[src/rtl/led_ctrl_pkg.sv]
// Shared register offsets and reset constants for the LED output peripheral.
package led_ctrl_pkg;

  typedef enum logic [2:0] {
    LED_OFF_VAL        = 3'd0,
    LED_OFF_BLINK_EN   = 3'd1,
    LED_OFF_DUTY       = 3'd2,
    LED_OFF_BLINK_HALF = 3'd3,
    LED_OFF_PRESC      = 3'd4,
    LED_OFF_SET        = 3'd5,
    LED_OFF_CLR        = 3'd6,
    LED_OFF_STATUS     = 3'd7
  } led_off_e;

  // Wide enough for the largest PWM width; the top keeps only its low PWM_BITS.
  localparam logic [15:0] LED_DUTY_RST = 16'hFFFF;

endpackage

[src/rtl/led_ctrl_if.sv]
// Bridge-side register bus of the LED peripheral: word offset decode, single-cycle writes.
interface led_ctrl_if;
  logic [31:0] addr_from_bg;
  logic        we_from_bg;
  logic [31:0] wdata_from_bg;
  logic [31:0] rdata_2bg;

  modport master (
    output addr_from_bg,
    output we_from_bg,
    output wdata_from_bg,
    input  rdata_2bg
  );

  modport slave (
    input  addr_from_bg,
    input  we_from_bg,
    input  wdata_from_bg,
    output rdata_2bg
  );
endinterface

[src/rtl/led_tick_gen.sv]
// Tick prescaler plus blink half-period counter; produces the shared blink phase.
module led_tick_gen #(
  parameter int PRESC_BITS = 16,
  parameter int BLINK_BITS = 8
) (
  input  logic                  clk,
  input  logic                  rst_n,
  input  logic [PRESC_BITS-1:0] presc,
  input  logic                  presc_wr,
  input  logic [BLINK_BITS-1:0] blink_half,
  input  logic                  blink_wr,
  output logic                  tick,
  output logic                  blink_phase
);

  logic [PRESC_BITS-1:0] presc_cnt_reg, presc_cnt_next;
  logic [BLINK_BITS-1:0] blink_cnt_reg, blink_cnt_next;
  logic                  phase_reg, phase_next;
  logic                  presc_wrap;

  assign presc_wrap = (presc_cnt_reg == presc);
  // Reprogramming the prescaler restarts the period and swallows this cycle's tick.
  assign tick = presc_wrap && !presc_wr;

  always_comb begin
    presc_cnt_next = presc_cnt_reg + PRESC_BITS'(1);
    if (presc_wr || presc_wrap) begin
      presc_cnt_next = '0;
    end
  end

  always_comb begin
    blink_cnt_next = blink_cnt_reg;
    phase_next     = phase_reg;
    if (blink_wr) begin
      blink_cnt_next = '0;
      phase_next     = 1'b1;
    end else if (tick) begin
      if (blink_half == '0) begin
        blink_cnt_next = '0;
        phase_next     = 1'b1;
      end else if (blink_cnt_reg == blink_half - BLINK_BITS'(1)) begin
        blink_cnt_next = '0;
        phase_next     = ~phase_reg;
      end else begin
        blink_cnt_next = blink_cnt_reg + BLINK_BITS'(1);
      end
    end
  end

  always_ff @(posedge clk or negedge rst_n) begin
    if (!rst_n) begin
      presc_cnt_reg <= '0;
      blink_cnt_reg <= '0;
      phase_reg     <= 1'b1;
    end else begin
      presc_cnt_reg <= presc_cnt_next;
      blink_cnt_reg <= blink_cnt_next;
      phase_reg     <= phase_next;
    end
  end

  assign blink_phase = phase_reg;

endmodule

[src/rtl/led_ctrl.sv]
// LED output peripheral: register file with SET/CLR, per-LED blink gating and
// a global PWM brightness, all combined into a registered LED drive.
module led_ctrl
  import led_ctrl_pkg::*;
#(
  parameter int NUM_LED    = 24,
  parameter int PWM_BITS   = 8,
  parameter int PRESC_BITS = 16,
  parameter int BLINK_BITS = 8
) (
  input  logic               clk_from_bg,
  input  logic               rst_n_from_bg,
  led_ctrl_if.slave          bus,
  output logic [NUM_LED-1:0] led_2soc
);

  led_off_e off;
  logic     we;
  assign off = led_off_e'(bus.addr_from_bg[4:2]);
  assign we  = bus.we_from_bg;

  logic [NUM_LED-1:0]    led_val_reg, led_val_next;
  logic [NUM_LED-1:0]    blink_en_reg;
  logic [PWM_BITS-1:0]   duty_reg;
  logic [BLINK_BITS-1:0] blink_half_reg;
  logic [PRESC_BITS-1:0] presc_reg;
  logic [PWM_BITS-1:0]   pwm_cnt_reg;
  logic [NUM_LED-1:0]    led_out_reg, led_out_next;
  logic [31:0]           rdata_reg, rdata_next;
  logic                  presc_wr, blink_wr, tick, blink_phase, pwm_on;

  assign presc_wr = we && (off == LED_OFF_PRESC);
  assign blink_wr = we && (off == LED_OFF_BLINK_HALF);

  // All three LED_VAL write flavours share one next-state path.
  always_comb begin
    led_val_next = led_val_reg;
    if (we) begin
      case (off)
        LED_OFF_VAL: led_val_next = bus.wdata_from_bg[NUM_LED-1:0];
        LED_OFF_SET: led_val_next = led_val_reg | bus.wdata_from_bg[NUM_LED-1:0];
        LED_OFF_CLR: led_val_next = led_val_reg & ~bus.wdata_from_bg[NUM_LED-1:0];
        default:     led_val_next = led_val_reg;
      endcase
    end
  end

  always_ff @(posedge clk_from_bg or negedge rst_n_from_bg) begin
    if (!rst_n_from_bg) begin
      led_val_reg    <= '0;
      blink_en_reg   <= '0;
      duty_reg       <= LED_DUTY_RST[PWM_BITS-1:0];
      blink_half_reg <= '0;
      presc_reg      <= '0;
    end else begin
      led_val_reg <= led_val_next;
      if (we && off == LED_OFF_BLINK_EN) blink_en_reg <= bus.wdata_from_bg[NUM_LED-1:0];
      if (we && off == LED_OFF_DUTY) duty_reg <= bus.wdata_from_bg[PWM_BITS-1:0];
      if (blink_wr) blink_half_reg <= bus.wdata_from_bg[BLINK_BITS-1:0];
      if (presc_wr) presc_reg <= bus.wdata_from_bg[PRESC_BITS-1:0];
    end
  end

  led_tick_gen #(
    .PRESC_BITS(PRESC_BITS),
    .BLINK_BITS(BLINK_BITS)
  ) u_tick_gen (
    .clk        (clk_from_bg),
    .rst_n      (rst_n_from_bg),
    .presc      (presc_reg),
    .presc_wr   (presc_wr),
    .blink_half (blink_half_reg),
    .blink_wr   (blink_wr),
    .tick       (tick),
    .blink_phase(blink_phase)
  );

  // Full-scale duty bypasses the compare so all-ones means truly always on.
  assign pwm_on = (&duty_reg) || (pwm_cnt_reg < duty_reg);

  generate
    for (genvar gi = 0; gi < NUM_LED; gi++) begin : g_led
      assign led_out_next[gi] = led_val_reg[gi] & pwm_on & (~blink_en_reg[gi] | blink_phase);
    end
  endgenerate

  always_comb begin
    rdata_next = '0;
    case (off)
      LED_OFF_VAL:        rdata_next = 32'(led_val_reg);
      LED_OFF_BLINK_EN:   rdata_next = 32'(blink_en_reg);
      LED_OFF_DUTY:       rdata_next = 32'(duty_reg);
      LED_OFF_BLINK_HALF: rdata_next = 32'(blink_half_reg);
      LED_OFF_PRESC:      rdata_next = 32'(presc_reg);
      LED_OFF_STATUS:     rdata_next = 32'(led_out_reg) | (32'(blink_phase) << NUM_LED);
      default:            rdata_next = '0;
    endcase
  end

  always_ff @(posedge clk_from_bg or negedge rst_n_from_bg) begin
    if (!rst_n_from_bg) begin
      pwm_cnt_reg <= '0;
      led_out_reg <= '0;
      rdata_reg   <= '0;
    end else begin
      pwm_cnt_reg <= pwm_cnt_reg + PWM_BITS'(1);
      led_out_reg <= led_out_next;
      rdata_reg   <= rdata_next;
    end
  end

  assign led_2soc      = led_out_reg;
  assign bus.rdata_2bg = rdata_reg;

  logic unused_bits;
  assign unused_bits = ^{bus.addr_from_bg[31:5], bus.addr_from_bg[1:0], bus.wdata_from_bg, tick};

endmodule

[src/flat_wrapper.sv]
// flat-port wrapper written by rule: the top's interface ports become plain ports
module led_ctrl_flat import led_ctrl_pkg::*;
#(
  parameter int NUM_LED    = 24,
  parameter int PWM_BITS   = 8,
  parameter int PRESC_BITS = 16,
  parameter int BLINK_BITS = 8
)
  (clk_from_bg, rst_n_from_bg, led_2soc, bus_addr_from_bg, bus_we_from_bg, bus_wdata_from_bg, bus_rdata_2bg);
  led_ctrl_if bus_i ();
  input  logic clk_from_bg;
  input  logic rst_n_from_bg;
  output logic [NUM_LED-1:0] led_2soc;
  input wire logic [$bits(bus_i.addr_from_bg)-1:0] bus_addr_from_bg;
  input wire logic [$bits(bus_i.we_from_bg)-1:0] bus_we_from_bg;
  input wire logic [$bits(bus_i.wdata_from_bg)-1:0] bus_wdata_from_bg;
  output wire logic [$bits(bus_i.rdata_2bg)-1:0] bus_rdata_2bg;
  assign bus_i.addr_from_bg = bus_addr_from_bg;
  assign bus_i.we_from_bg = bus_we_from_bg;
  assign bus_i.wdata_from_bg = bus_wdata_from_bg;
  assign bus_rdata_2bg = bus_i.rdata_2bg;
  led_ctrl #(.NUM_LED(NUM_LED), .PWM_BITS(PWM_BITS), .PRESC_BITS(PRESC_BITS), .BLINK_BITS(BLINK_BITS)) u_core (.clk_from_bg(clk_from_bg), .rst_n_from_bg(rst_n_from_bg), .bus(bus_i), .led_2soc(led_2soc));
endmodule
[config.mk]
export PLATFORM = sky130hd
export DESIGN_NAME = led_ctrl_flat
export DESIGN_NICKNAME = d
export VERILOG_FILES = /design/src/rtl/led_ctrl_pkg.sv /design/src/rtl/led_ctrl_if.sv /design/src/rtl/led_tick_gen.sv /design/src/rtl/led_ctrl.sv /design/src/flat_wrapper.sv
export SDC_FILE = /design/constraint.sdc
export NUM_CORES = 1
export LEC_CHECK = 0
export CORE_MARGIN = 2
export CORE_UTILIZATION = 49
export CTS_CLUSTER_DIAMETER = 80
export CTS_CLUSTER_SIZE = 20
export DETAILED_ROUTE_END_ITERATION = 7
export HOLD_SLACK_MARGIN = 0.03
export PLACE_DENSITY = 0.76
export SYNTH_ARGS = -nofsm -noshare
export SYNTH_HDL_FRONTEND = slang
export SYNTH_SLANG_ARGS = --single-unit
[constraint.sdc]
create_clock -name clk_from_bg -period 2.15 [get_ports clk_from_bg]
set_input_delay 0.43 -clock clk_from_bg [delete_from_list [all_inputs] [get_ports clk_from_bg]]
set_output_delay 0.43 -clock clk_from_bg [all_outputs]
set_load 0.1 [all_outputs]
==> results.md <==
* Core region area at 0.0160 mm²
* Critical path launch point type: register
* WP buf/inv at 3
* Max Clk Rate at 475 MHz
* # diodes at 0
* Initial Util at 0.504
* Post-Route Setup TNS at 0 ns
* Worst r2r path cells at 9
* Die Y at 132 µm
* Area leader, netlist: dfrtp_1
* RePlAce Congestion at 0.886
* Die Wd at 132 µm
* Worst Clk Skew at 0.0140 ns
* Max FFs per register at 25
* Root buf cell: clkbuf_16
* CTS tree: built
* Share of cells above drive strength 1 at 0.242
* R2R Setup Slk at 0.04 ns
* Post-Place Cell Area at 0.00938 mm²
* Initial antenna violation count at 0
* Final design utilization at 0.634
* CTS Sinks at 162
* Critical Path RT at 2.46 ns
* Max-slew violations at 0
* Max cap viols at 0
* Largest net degree at the start of global routing at 45
* Routed wl met3 at 1470 µm
* Synth cell count leaders: 153 x dfrtp_1, 122 x nand2_1, 106 x nor2_1
* Synth top area cells: dfrtp_1 47%, mux2_2 6.3%, nand2_1 5.7%
* Clock buffer count from CTS at 17
* H-tree Lvls at 4
* Crit Path Class: register to register
* Avg Cell Area, Syn at 9.61 µm²
* Final ANT Viol Nets at 0
* First DRT Iteration DRCs at 438
* First-pass GRT wire length at 34900 µm
* Top Metal Used: met4
* DR WL/cell at 18.5 µm
* CP max FO at 5
* Worst-path cell chain: buf_6 -> xor2_2 -> xnor2_1 -> nand4b_1 -> a311oi_4 -> buf_12 -> nor3b_4 -> buf_4 -> a22o_2
* Final hold violation count at 0
* FF+latch count, synth at 162
* Gr ovfl total at 0
* CP max-delay cell: dfrtp_2
* Count of cell types in the netlist at 50
* Cell area after layout at 0.0101 mm²
* Top Family by Delay on Critical Path: compound AO/OA/AOI/OAI gates
* Setup ws final at 0.0437 ns
* Post-DP HPWL at 14600 µm
* Pwr/cell area at 1040 mW/mm²
* Worst hold path class: input port to async pin
* # port buffers at 78
* DRT Wirelength at 22000 µm
* Leak Pwr at 4.68 nW
* Gate Count Post-Synth at 839
* Power, Total at 10.5 mW
* Metal2 WL at 10500 µm
* Clock Path Buffers at 2
* CP endpoint kind: register
* Via-per-instance ratio at 5.64
* Cell Area, Synth at 0.00806 mm²
* Post-synth top flop: dfrtp_1
* FF-to-FF Start: u_core.blink_half_reg[3]
* Max stage delay on crit path at 0.44 ns
* Initial DRT Pass Iterations at 5
* Status: finished, final reports clean
* R2r endpoint: u_core.u_tick_gen.blink_cnt_reg[2]
* Count leader, synth: dfrtp_1
* Worst vdd ir at 0.643 mV
* Asr flop ratio synth at 1.00
* Final setup vio count at 0
* EDFF count, synth at 0
* CTS clk-pin slew, worst paths at 0.07 ns
* Total Nets Final at 1041
* Arrival @ worst endpoint at 2.42 ns
* Num rows at 46
* Vias in the first global route at 6586
* Die area at 0.0175 mm²
* Total track usage at 0.254
* RSZ-0062 raised after global routing: true
* Routed via count at 6717
* Sequential cell area fraction in the yosys report at 0.504
* Synth warnings at 0
* Post-Place Worst Slack at -0.0136 ns
* Proportion of netlist area held by the largest area contributor at 0.475
* Layout Area Growth over Synthesis at 25.8%
* DRC at 0
* Clock Latency Late Sink at 0.43 ns
* I/O Pins at 123
* Fin crit share at 0.980
* Min Tclk post-route at 2.11 ns
* Met1 wire length at 9550 µm
[how the worst max path moves through the flow]
stage                             start                                  to  slack [ns]  cells after the start
4_1_cts        u_core.blink_half_reg[3]  u_core.u_tick_gen.blink_cnt_reg[0]        0.04                      7
3_5_place_dp        bus_addr_from_bg[3]  u_core.u_tick_gen.blink_cnt_reg[5]       -0.01                      9
5_1_grt        u_core.blink_half_reg[4]  u_core.u_tick_gen.blink_cnt_reg[2]       -0.06                      8
3_3_place_gp        bus_addr_from_bg[3]  u_core.u_tick_gen.blink_cnt_reg[7]       -0.01                      8
2_1_floorplan  u_core.blink_half_reg[0]  u_core.u_tick_gen.blink_cnt_reg[0]        0.03                      7
6_report       u_core.blink_half_reg[3]  u_core.u_tick_gen.blink_cnt_reg[2]        0.04                      9
[metrics by stage]
step,std cells,hold WS [ns]
2_1_floorplan,845,0.134
3_3_place_gp,1151,0.385
3_5_place_dp,1151,0.383
4_1_cts,1184,0.494
5_1_grt,1191,0.529
6_report,1191,0.493
[cell families after synthesis]
logic type,after synthesis,share of synthesized area
and+or+nand+nor,319,0.173
AOI/OAI and AO/OA,162,0.118
DFF,162,0.504
buffers and inverters,72,0.0383
muxes,68,0.101
xor gates and xnor gates,43,0.0467
adders and majority gates,12,0.0186
other,1,0.000465
[placed cells by master, fill, tap and decap left out, types with 4 or more instances in the layout]
cell / netlist / final
nand4_1: 8 / 8
nand3_1: 39 / 39
a22oi_1: 10 / 10
xnor2_1: 13 / 12
dfstp_2: 9 / 9
ha_1: 12 / 11
buf_4: 9 / 106
nor2b_1: 8 / 7
and3_1: 10 / 10
nand2b_1: 6 / 6
buf_12: 0 / 10
buf_6: 0 / 4
o21ai_0: 36 / 35
mux2i_1: 17 / 17
a22o_1: 9 / 9
conb_1: 1 / 7
a21oi_1: 84 / 82
xor2_1: 30 / 29
inv_1: 20 / 18
clkbuf_16: 0 / 17
clkdlybuf4s50_1: 0 / 26
mux4_2: 5 / 5
dfrtp_1: 153 / 151
mux2_2: 45 / 45
nor2_1: 106 / 104
nand2_1: 122 / 122
[routing by layer]
metal  vias up  GRT usage
li1       3107          -
met1      3285      0.346
met2       279      0.402
met3        46     0.0527
met4         0     0.0950
met5         -          0
[power by group]
group | switching (mW) | internal [mW] | leakage, nW
Combinational | 2.24 | 1.14 | 2.38
Clock | 1.26 | 1.78 | 0.280
Sequential | 0.481 | 3.60 | 2.03
[timing repair]
item | in CTS | in global routing
setup endpoints to repair | 0 | 10
hold endpoints to repair | 34 | 0
gates resized for setup | 0 | 24
hold buffers | 1 | 0
buffers inserted | 0 | 7
[cell type report]
cell class,instances,area (µm²)
Sequential cell,162,4070
Tap cell,216,270
Fill cell,1319,5860
Clock buffer,21,460
Timing Repair Buffer,149,1320
Clock inverter,11,128
Multi-Input combinational cell,611,3810
Inverter,21,78.8
(Power assumes the default switching activity.)
